$ cat src/rtl/fetch_decode_queue.sv
// fetch_decode_queue: in-order fetch-to-decode instruction FIFO with a valid/ready output,
// a stall that leaves one skid slot for the in-flight fetch, flush, and a sticky overflow flag.
module fetch_decode_queue #(
    parameter int          DEPTH    = 4,
    parameter logic [31:0] NOP_WORD = 32'h0000_0000
) (
    input  logic                    clk,
    input  logic                    reset,
    input  logic                    in_valid,
    input  logic [31:0]             in_pc,
    input  logic [31:0]             in_instr,
    input  logic                    flush,
    input  logic                    out_ready,
    output logic                    out_valid,
    output logic [31:0]             out_pc,
    output logic [31:0]             out_instr,
    output logic                    stall_out,
    output logic [$clog2(DEPTH):0]  count,
    output logic                    overflow
);
    localparam int AW = $clog2(DEPTH);
    localparam int CW = AW + 1;

    logic [31:0]   pc_mem    [DEPTH];
    logic [31:0]   instr_mem [DEPTH];
    logic [AW-1:0] head_q, head_d, tail_q, tail_d;
    logic [CW-1:0] count_q, count_d;
    logic          overflow_q, overflow_d;
    logic          push, pop, full, push_eff;

    // A push into a full queue still lands when the head pops in the same cycle.
    always_comb begin
        full       = count_q == CW'(DEPTH);
        push       = in_valid & ~flush;
        pop        = out_valid & out_ready & ~flush;
        push_eff   = push & (~full | pop);
        head_d     = flush ? '0 : head_q + AW'(pop);
        tail_d     = flush ? '0 : tail_q + AW'(push_eff);
        count_d    = flush ? '0 : count_q + CW'(push_eff) - CW'(pop);
        overflow_d = overflow_q | (push & ~push_eff);
    end

    always_ff @(posedge clk) begin
        if (reset) begin
            head_q     <= '0;
            tail_q     <= '0;
            count_q    <= '0;
            overflow_q <= 1'b0;
        end else begin
            head_q     <= head_d;
            tail_q     <= tail_d;
            count_q    <= count_d;
            overflow_q <= overflow_d;
        end
    end

    always_ff @(posedge clk) begin
        if (push_eff) begin
            pc_mem[tail_q]    <= in_pc;
            instr_mem[tail_q] <= in_instr;
        end
    end

    assign out_valid = count_q != '0;
    assign out_pc    = out_valid ? pc_mem[head_q] : 32'h0;
    assign out_instr = out_valid ? instr_mem[head_q] : NOP_WORD;
    assign stall_out = count_q >= CW'(DEPTH - 1);
    assign count     = count_q;
    assign overflow  = overflow_q;
endmodule
$ cat config.mk
export PLATFORM = sky130hd
export DESIGN_NAME = fetch_decode_queue
export DESIGN_NICKNAME = d
export VERILOG_FILES = /design/src/rtl/fetch_decode_queue.sv
export SDC_FILE = /design/constraint.sdc
export NUM_CORES = 1
export LEC_CHECK = 0
export CAP_MARGIN = 10
export CORE_MARGIN = 2
export CORE_UTILIZATION = 45
export CTS_CLUSTER_DIAMETER = 100
export DETAILED_ROUTE_END_ITERATION = 8
export GPL_TIMING_DRIVEN = 0
export PLACE_DENSITY_LB_ADDON = 0.3
export SYNTH_ARGS = -nofsm -noshare
export SYNTH_HDL_FRONTEND = slang
export SYNTH_SLANG_ARGS = --single-unit
export TNS_END_PERCENT = 10
$ cat constraint.sdc
create_clock -name clk -period 7.1 [get_ports clk]
set_input_delay 1.42 -clock clk [delete_from_list [all_inputs] [get_ports clk]]
set_output_delay 1.42 -clock clk [all_outputs]
set_load 0.005 [all_outputs]
==> metrics.txt <==
DRT Pass-1 Iters=4; grt ovf=0; worst vdd ir=between 150 and 200 µV; First DRT Iteration DRCs=about 220; DRC Markers=0; P per Cell Area=251 nW/µm²; Die ar.=about 24000 µm²; hold crit path type=flip-flop to flip-flop; Routed WL=~20000 µm; post-DP HPWL=about 13000 µm; Syn Nets=about 520; Clock Skews=roughly 0.024 ns; post-CTS sizing=0; top post-synthesis cells by area=edfxtp_1 76%, mux4_2 13%, and2_1 4.1%; ys async rst share=0%; Synth area leader=edfxtp_1; Max Clock Freq=0.235 GHz; routability cong.=around 0.76; IO Pins=between 100 and 150; Yosys top cell area share=75.8%; Tmin final=4.25 ns; status=complete, no violations; placed insts=between 800 and 900; leakage power=between 4 and 5 nW; worst reg2reg path depth=10; Most used DFF post-synth=edfxtp_1; CORE AREA=between 20000 and 25000 µm²; Setup CP Type=flip-flop to primary output; Finish-stage setup viols=0; CP Max Fanout=10; Post-Syn Area per Cell=22.7 µm²; RSZ-0062 raised after global routing=false; Max Used Layer=met4; largest net degree at the start of global routing=36; Seq/Total Area, Yosys=slightly below 80%; Worst Setup End Kind=primary output; CTS tree=yes; Max Buffers Root-to-Sink=3; pre-CTS WS=2.84 ns; total CTS buffers=26; Fill cells=about 1.6k; count leader, synth=edfxtp_1; Crit path largest cell delay=around 0.51 ns; CTS H-Tree Depth=1; Antenna Violating Nets Remaining=0; final cell count without fillers=934; Slew headroom=50.1%; setup ws final=around 2.9 ns; area grow syn2layout=28.8%; crit path DAT=2.83 ns; Design Area, Final=around 13000 µm²; area of the mapped netlist=a little over 10000 µm²; Clock Root Buffer=clkbuf_16; Reg clk slew, reported paths=roughly 0.060 ns; Starting Density=46.2%; Warnings, synthesis=0; Total Routing Usage GR=between 10% and 20%; CP max-delay cell=clkdlybuf4s50_1; count of state elements after synthesis=~260; antenna violations before repair=0; hold depth=2; met3 WL post-DR=roughly 1200 µm; clock latency on the worst-skew pair=~0.52 ns; crit start category=flip-flop; footprint of the multi-input gates=between 2000 and 2500 µm²; Cells after Synth=448; dpl cell area=~12000 µm²; fraction of layout cells with a size suffix above 1=20.8%; first-pass GRT wire length=roughly 30000 µm; num rows=54; most common library cells after synthesis=256 x edfxtp_1, 67 x and2_1, 60 x mux4_2; port bufs=approximately 140; via count=4906; WP data required=between 5 and 6 ns; Post-CTS Setup Bufs=0; final hold vios=0; cell chain of the critical path=or3_1 -> clkbuf_1 -> clkbuf_1 -> and2_1 -> clkdlybuf4s50_1; Hold-fix buffers, CTS=0; chip height=~150 µm; metal2 WL=10500 µm; Slew Limit Fails=0; Reg area=7850 µm²; met1 WL=7770 µm; WL per Instance=21.2 µm; Max-Cap Viols=0; final-stage net count=between 700 and 800; EDFF count, synth=about 260; distinct cell type count of the synthesized netlist=25; Horiz. Die Dim=approximately 150 µm; Slew @ Worst Pin=between 0.7 and 0.8 ns; Antenna Cells=0; Final Cycle Share=between 50% and 60%; vias in the first global route=~5.3k; Vias/cell=~5.3; CTS Sinks=~260; most frequent CP cell=clkbuf_1
## placed cells by master (no fill, tap or decap), types with 2 or more instances in the layout
master             n
and2_1            67
buf_12             7
buf_16             3
buf_2              7
buf_6             13
buf_8              3
bufinv_16          3
clkbuf_1          13
clkbuf_16         27
clkbuf_8           3
clkdlybuf4s50_1  138
clkinv_1           5
clkinv_2           3
dfxtp_1            8
edfxtp_1         256
ha_1               5
inv_1              5
mux4_1             4
mux4_2            60
nor2_1             2
nor3_1             4
xnor2_1            2
## metal layers
metal  global-route usage, %  vias up
met1                    21.0     2519
met2                    29.4      154
met3                    3.04       28
met4                    5.21        0
li1                        -     2205
met5                       0        -
## report_power, final
part / internal (mW) / switching [mW] / leakage [nW]
Sequential: 1.73 / 0.00626 / 2.39
Combinational: 0.0997 / 0.0686 / 1.41
Clock: 0.834 / 0.538 / 0.428
Total: 2.67 / 0.613 / 4.23
## critical path: cells and delay by family (launching register included)
kind                   cells  cell delay (ns)
and+or+nand+nor            2             0.44
buffers and inverters      3             1.42
DFF                        1             0.45
## cells by family (layout without fill, tap and decap cells)
| family | Yosys count | after routing | synth area share [%] |
|---|---|---|---|
| and+or+nand+nor | 82 | 82 | 4.99 |
| adders and majority gates | 6 | 6 | 0.814 |
| AOI/OAI and AO/OA | 2 | 2 | 0.111 |
| buffers and inverters | 27 | 233 | 2.13 |
| xor gates and xnor gates | 3 | 3 | 0.259 |
| muxes | 64 | 64 | 14.4 |
| DFF | 264 | 264 | 77.3 |
## state kept, by name (all words and copies together) (netlist names)
register	cells
pc_mem	128
tail_q	2
count	3
instr_mem	128
overflow	1
head_q	2
## layout make-up
| cell class | instances | area share (%) |
|---|---|---|
| Sequential cell | 264 | 60.1 |
| Timing Repair Buffer | 158 | 12.8 |
| Tap cell | 280 | 2.68 |
| Clock buffer | 36 | 5.66 |
| Multi-Input combinational cell | 157 | 16.1 |
| Buffer | 22 | 1.51 |
| Clock inverter | 12 | 1.01 |
| Inverter | 5 | 0.144 |
## path summary, 6_finish.rpt
kind / startpoint / slack, ns / endpoint
worst min register to register: overflow / 0.54 / overflow
worst max-delay path: count[1] / 2.85 / out_instr[11]
worst min-delay path: overflow / 0.54 / overflow
worst max register to register: count[1] / 4.31 / count[2]
## per-stage QoR
step	power, mW	utilization, %	TNS [ns]	hold WS (ns)
6_report	3.28	59.5	0	0.536
5_1_grt	3.39	59.5	0	0.574
4_1_cts	3.32	59.5	0	0.557
3_5_place_dp	1.94	55.5	0	0.543
3_3_place_gp	1.93	54.1	-557.84	0.504
2_1_floorplan	1.83	-	-6.70	0.461
(Power assumes the default switching activity.)
==> variant 1 (same flow settings) <==
Set the parameter `DEPTH` to 2 (it was 4).
--- a/src/rtl/fetch_decode_queue.sv
+++ b/src/rtl/fetch_decode_queue.sv
@@ -3,3 +3,3 @@
 module fetch_decode_queue #(
-    parameter int          DEPTH    = 4,
+    parameter int          DEPTH    = 2,
     parameter logic [31:0] NOP_WORD = 32'h0000_0000
Ports: changed (resized count); port bits go from 139 to 138. The function was not compared with the original's and may differ.
==> variant 1 against the original RTL <==
Fmax up 25%; hold slack lost 0.066 ns; highest routed layer unchanged; routed wire length down 50%; critical path depth unchanged; first-iteration DRC count decreased by 38%; cell area shrank 44%; setup slack improved by 0.84 ns; area after synthesis decreased by 49%; combinational power down 36%; power decreased by 44%; sequential cell count is 131 lower.
==> variant 1: results (changes against the original RTL) <==
\begin{tabular}{lr}
\hline
Metric & Value \\
\hline
\multicolumn{2}{l}{\textbf{Global route}} \\
Wire length of the first global-routing pass & 15.3 mm (was 30.0 mm) \\
GRT met1 Usage & 0.188 (was 0.210) \\
Largest net degree at the start of global routing & 65 (was 36) \\
Met3 usage & 0.0596 (was 0.0304) \\
GR Util All Layers & 0.162 (was 0.166) \\
Via count of the first global-routing pass & 3103 (was 5307) \\
\multicolumn{2}{l}{\textbf{Timing}} \\
Final worst clock skew & 0.00502 ns (was 0.0235 ns) \\
Crit path setup slack, layout & 3.70 ns (was 2.85 ns) \\
Slew @ Worst Pin & 0.899 ns (was 0.748 ns) \\
Worst hold margin & 0.470 ns (was 0.536 ns) \\
\multicolumn{2}{l}{\textbf{Critical path}} \\
Path depth of the worst reg2reg path & 4 (was 10) \\
Critical Path AT & 1.98 ns (was 2.83 ns) \\
Flop2flop setup slack & 5.02 ns (was 4.31 ns) \\
Reg2reg end & instr\_mem[1][18] (was count[2]) \\
CP endpoint & out\_instr[4] (was out\_instr[11]) \\
Start point of the critical path & count[0] (was count[1]) \\
\multicolumn{2}{l}{\textbf{Cells and area}} \\
Final net count & 535 (was 709) \\
Number of filler instances in the final layout & 846 (was 1577) \\
Fraction of layout instances using a drive strength above 1 & 0.113 (was 0.208) \\
\multicolumn{2}{l}{\textbf{Synthesis}} \\
Syn\_nets & 379 (was 523) \\
Top cells by count, synth & edfxtp\_1, nor2\_1, mux2i\_1, buf\_6 (was edfxtp\_1, and2\_1, mux4\_2, dfxtp\_1) \\
Largest cells by area after synthesis & edfxtp\_1, mux2i\_1, nor2\_1, dfxtp\_1, buf\_6 (was edfxtp\_1, mux4\_2, and2\_1, dfxtp\_1, buf\_12) \\
Syn Area/Cell & 16.8 um\^{}2 (was 22.7 um\^{}2) \\
\multicolumn{2}{l}{\textbf{Place}} \\
Half-perimeter wire length after placement & 6.28 mm (was 13.2 mm) \\
Place WS & 3.50 ns (was 2.84 ns) \\
Global placement routability congestion & 0.714 (was 0.755) \\
Placed Instance Area & 0.00676 mm\^{}2 (was 0.0122 mm\^{}2) \\
Count of input and output buffers & 136 (was 138) \\
Number of instances in the placed design & 588 (was 886) \\
\multicolumn{2}{l}{\textbf{Route}} \\
Number of DRC violations after detailed-routing iteration 0 & 139 (was 224) \\
Number of vias in the routed layout & 3030 (was 4906) \\
Mean routed wirelength per cell & 16.1 um (was 21.2 um) \\
\multicolumn{2}{l}{\textbf{Clock network}} \\
Clock buffer depth & 2 (was 3) \\
H-tree level count & 4 (was 1) \\
\multicolumn{2}{l}{\textbf{Pwr}} \\
Leakage power & 2.37 nW (was 4.23 nW) \\
Worst ir drop on vdd & 0.139 mV (was 0.175 mV) \\
\multicolumn{2}{l}{\textbf{Run status}} \\
Run status & finished clean (unchanged) \\
\hline
\end{tabular}
## variant 1: cell types whose count changed after synthesis, moves of 7 or more
cell / change
and2_1: -65
buf_6: +7
clkbuf_1: -7
edfxtp_1: -128
mux2i_1: +65
mux4_2: -60
nor2_1: +65
## variant 1: routing by layer
metal	share of wire	vias to the layer above	wire, um
met5	0	-	0
met4	0.018	0	176
met3	0.072	20	717
met2	0.50	107	5000
met1	0.41	1447	4040
li1	-	1456	-
## variant 1: cells by family (layout without fill, tap and decap cells)
kind of cell	after synthesis	after routing	share of synthesized area
XOR/XNOR	2	2	0.00338
AO/OA/AOI/OAI	4	4	0.00459
adder cells (fa/ha/maj)	2	2	0.00483
flip-flops	133	133	0.761
multiplexers	65	65	0.126
AND/OR/NAND/NOR	82	82	0.0703
buffers and inverters	20	188	0.0304
## variant 1: tightest hold or removal path: cells and delay by family (launching register included)
family             cells  cell delay [ns]
DFF                    1             0.32
and+or+nand+nor        1             0.07
AOI/OAI and AO/OA      1             0.04
## variant 1: area by class of cell
| cell class | count | area [um^2] | area share |
|---|---|---|---|
| flip-flops and latches | 133 | 3940 | 0.539 |
| repair buffers | 137 | 1380 | 0.189 |
| multi-input cells | 155 | 1100 | 0.150 |
| clock buffers | 17 | 425 | 0.0581 |
| well taps | 143 | 179 | 0.0244 |
| plain buffers | 16 | 143 | 0.0195 |
| clock inverters | 14 | 139 | 0.0190 |
| inverters | 4 | 15.0 | 0.00205 |
## variant 1: power breakdown
| group | switching (W) | internal [W] | leakage (nW) | total [W] |
|---|---|---|---|---|
| logic | 0.0000440 | 0.0000644 | 0.890 | 0.000108 |
| registers | 0.00000516 | 0.000884 | 1.22 | 0.000890 |
| clock network | 0.000314 | 0.000510 | 0.264 | 0.000824 |
| total | 0.000363 | 0.00146 | 2.37 | 0.00182 |
==> variant 2 (same settings) <==
Made on the original files. Reset style: asynchronous (`reset`), changed in one clocked block.
--- a/src/rtl/fetch_decode_queue.sv
+++ b/src/rtl/fetch_decode_queue.sv
@@ -42,3 +42,3 @@
 
-    always_ff @(posedge clk) begin
+    always_ff @(posedge clk or posedge reset) begin
         if (reset) begin
Behaviour: differs if reset is asserted again (counterexample within 4 cycles, from zero or initial values and one cycle with reset high); with reset held inactive, the same outputs for 4 cycles.
==> variant 2 against the original RTL <==
Area after synthesis down 0.17%; critical path type unchanged; cell count up 1.6%; global-route usage down 0.070 points; die area down 0.17%; utilization about the same; clock skew down 0.0040 ns; sequential cell count unchanged; routed wire length down 2.6%; cell area about the same; setup slack better by 0.045 ns; non-clock buffer count up 17.
Power is not compared: it rests on default switching activity, and its combinational part moved more than twofold at a synthesized area within 25%.
==> variant 2: results (changes against the original RTL) <==
\begin{tabular}{lr}
\hline
Metric & Value \\
\hline
\multicolumn{2}{l}{\textbf{Synthesis}} \\
Xor-xnor portion of the synthesized cell area & 0.00259 (about the same) \\
Largest cells by area after synthesis & edfxtp\_1, mux4\_2, and2\_1, dfrtp\_1, buf\_6 (was edfxtp\_1, mux4\_2, and2\_1, dfxtp\_1, buf\_12) \\
Adder-cell area share of the yosys netlist & 0.00815 (was 0.00814) \\
Seq/Total Area, Yosys & 0.779 (was 0.773) \\
\multicolumn{2}{l}{\textbf{Place}} \\
Global placement routability congestion & 0.715 (was 0.755) \\
Half-perimeter wire length after placement & 13.3 mm (was 13.2 mm) \\
Placed Instance Area & 0.0122 mm\^{}2 (about the same) \\
Count of input and output buffers & 137 (was 138) \\
\multicolumn{2}{l}{\textbf{Cells and area}} \\
Number of filler instances in the final layout & 1586 (was 1577) \\
Final net count & 727 (was 709) \\
Cell Count, Final, Fillers Out & 949 (was 934) \\
Fraction of layout instances using a drive strength above 1 & 0.241 (was 0.208) \\
\multicolumn{2}{l}{\textbf{Critical path}} \\
Flop2flop setup slack & 4.38 ns (was 4.31 ns) \\
Critical Path AT & 2.78 ns (was 2.83 ns) \\
\multicolumn{2}{l}{\textbf{Route}} \\
Number of vias in the routed layout & 4964 (was 4906) \\
Number of DRC violations after detailed-routing iteration 0 & 247 (was 224) \\
\multicolumn{2}{l}{\textbf{Global route}} \\
Largest net degree at the start of global routing & 15 (was 36) \\
GR Util All Layers & 0.166 (about the same) \\
Wire length of the first global-routing pass & 30.4 mm (was 30.0 mm) \\
\multicolumn{2}{l}{\textbf{Timing}} \\
Final worst clock skew & 0.0195 ns (was 0.0235 ns) \\
Crit path setup slack, layout & 2.90 ns (was 2.85 ns) \\
Headroom to the max-slew limit & 0.295 (was 0.501) \\
Worst hold margin & 0.486 ns (was 0.536 ns) \\
\multicolumn{2}{l}{\textbf{Clock network}} \\
Number of clock buffers inserted by TritonCTS & 27 (was 26) \\
\multicolumn{2}{l}{\textbf{Run status}} \\
Run status & finished clean (unchanged) \\
\multicolumn{2}{l}{\textbf{Die}} \\
Initial core utilization & 0.461 (was 0.462) \\
\hline
\end{tabular}
[variant 2: metal layers]
metal,track usage,vias to the layer above,wire length (um)
met3,0.0310,25,1050
met4,0.0401,0,320
met5,0,-,0
li1,-,2232,-
met2,0.281,140,9850
met1,0.224,2567,8070
[variant 2: path summary, 6_finish.rpt]
kind                                     end     start
worst min register to register      overflow  overflow
worst max register to register      count[2]  count[1]
worst min-delay path                overflow  overflow
max in group asynchronous          head_q[1]     reset
min in group asynchronous           count[0]     reset
worst max-delay path            out_instr[2]  count[1]
[variant 2: where the power goes]
part / switching, W / leakage [nW] / internal, W
registers: 0.0000214 / 2.43 / 0.00177
clock network: 0.000549 / 0.419 / 0.000797
logic: 0.000350 / 1.45 / 0.000523
total: 0.000920 / 4.30 / 0.00309
[variant 2: cell families after synthesis]
| logic type | Yosys count |
|---|---|
| xor gates and xnor gates | 3 |
| and+or+nand+nor | 82 |
| AOI/OAI and AO/OA | 2 |
| buffers and inverters | 27 |
| DFF | 264 |
| muxes | 64 |
| adders and majority gates | 6 |
[variant 2: layout make-up]
cell class,count,area [um^2],area share
Inverter,5,18.8,0.00144
Tap cell,280,350,0.0268
Sequential cell,264,7890,0.604
Buffer,22,144,0.0110
Timing Repair Buffer,175,1710,0.131
Multi-Input combinational cell,157,2110,0.162
Clock buffer,28,679,0.0520
Clock inverter,18,168,0.0128
[variant 2: critical path: cells and delay by family (launching register included)]
kind                   cells  cell delay [ns]
buffers and inverters      3             1.33
flip-flops                 1             0.47
AND/OR/NAND/NOR            2             0.45
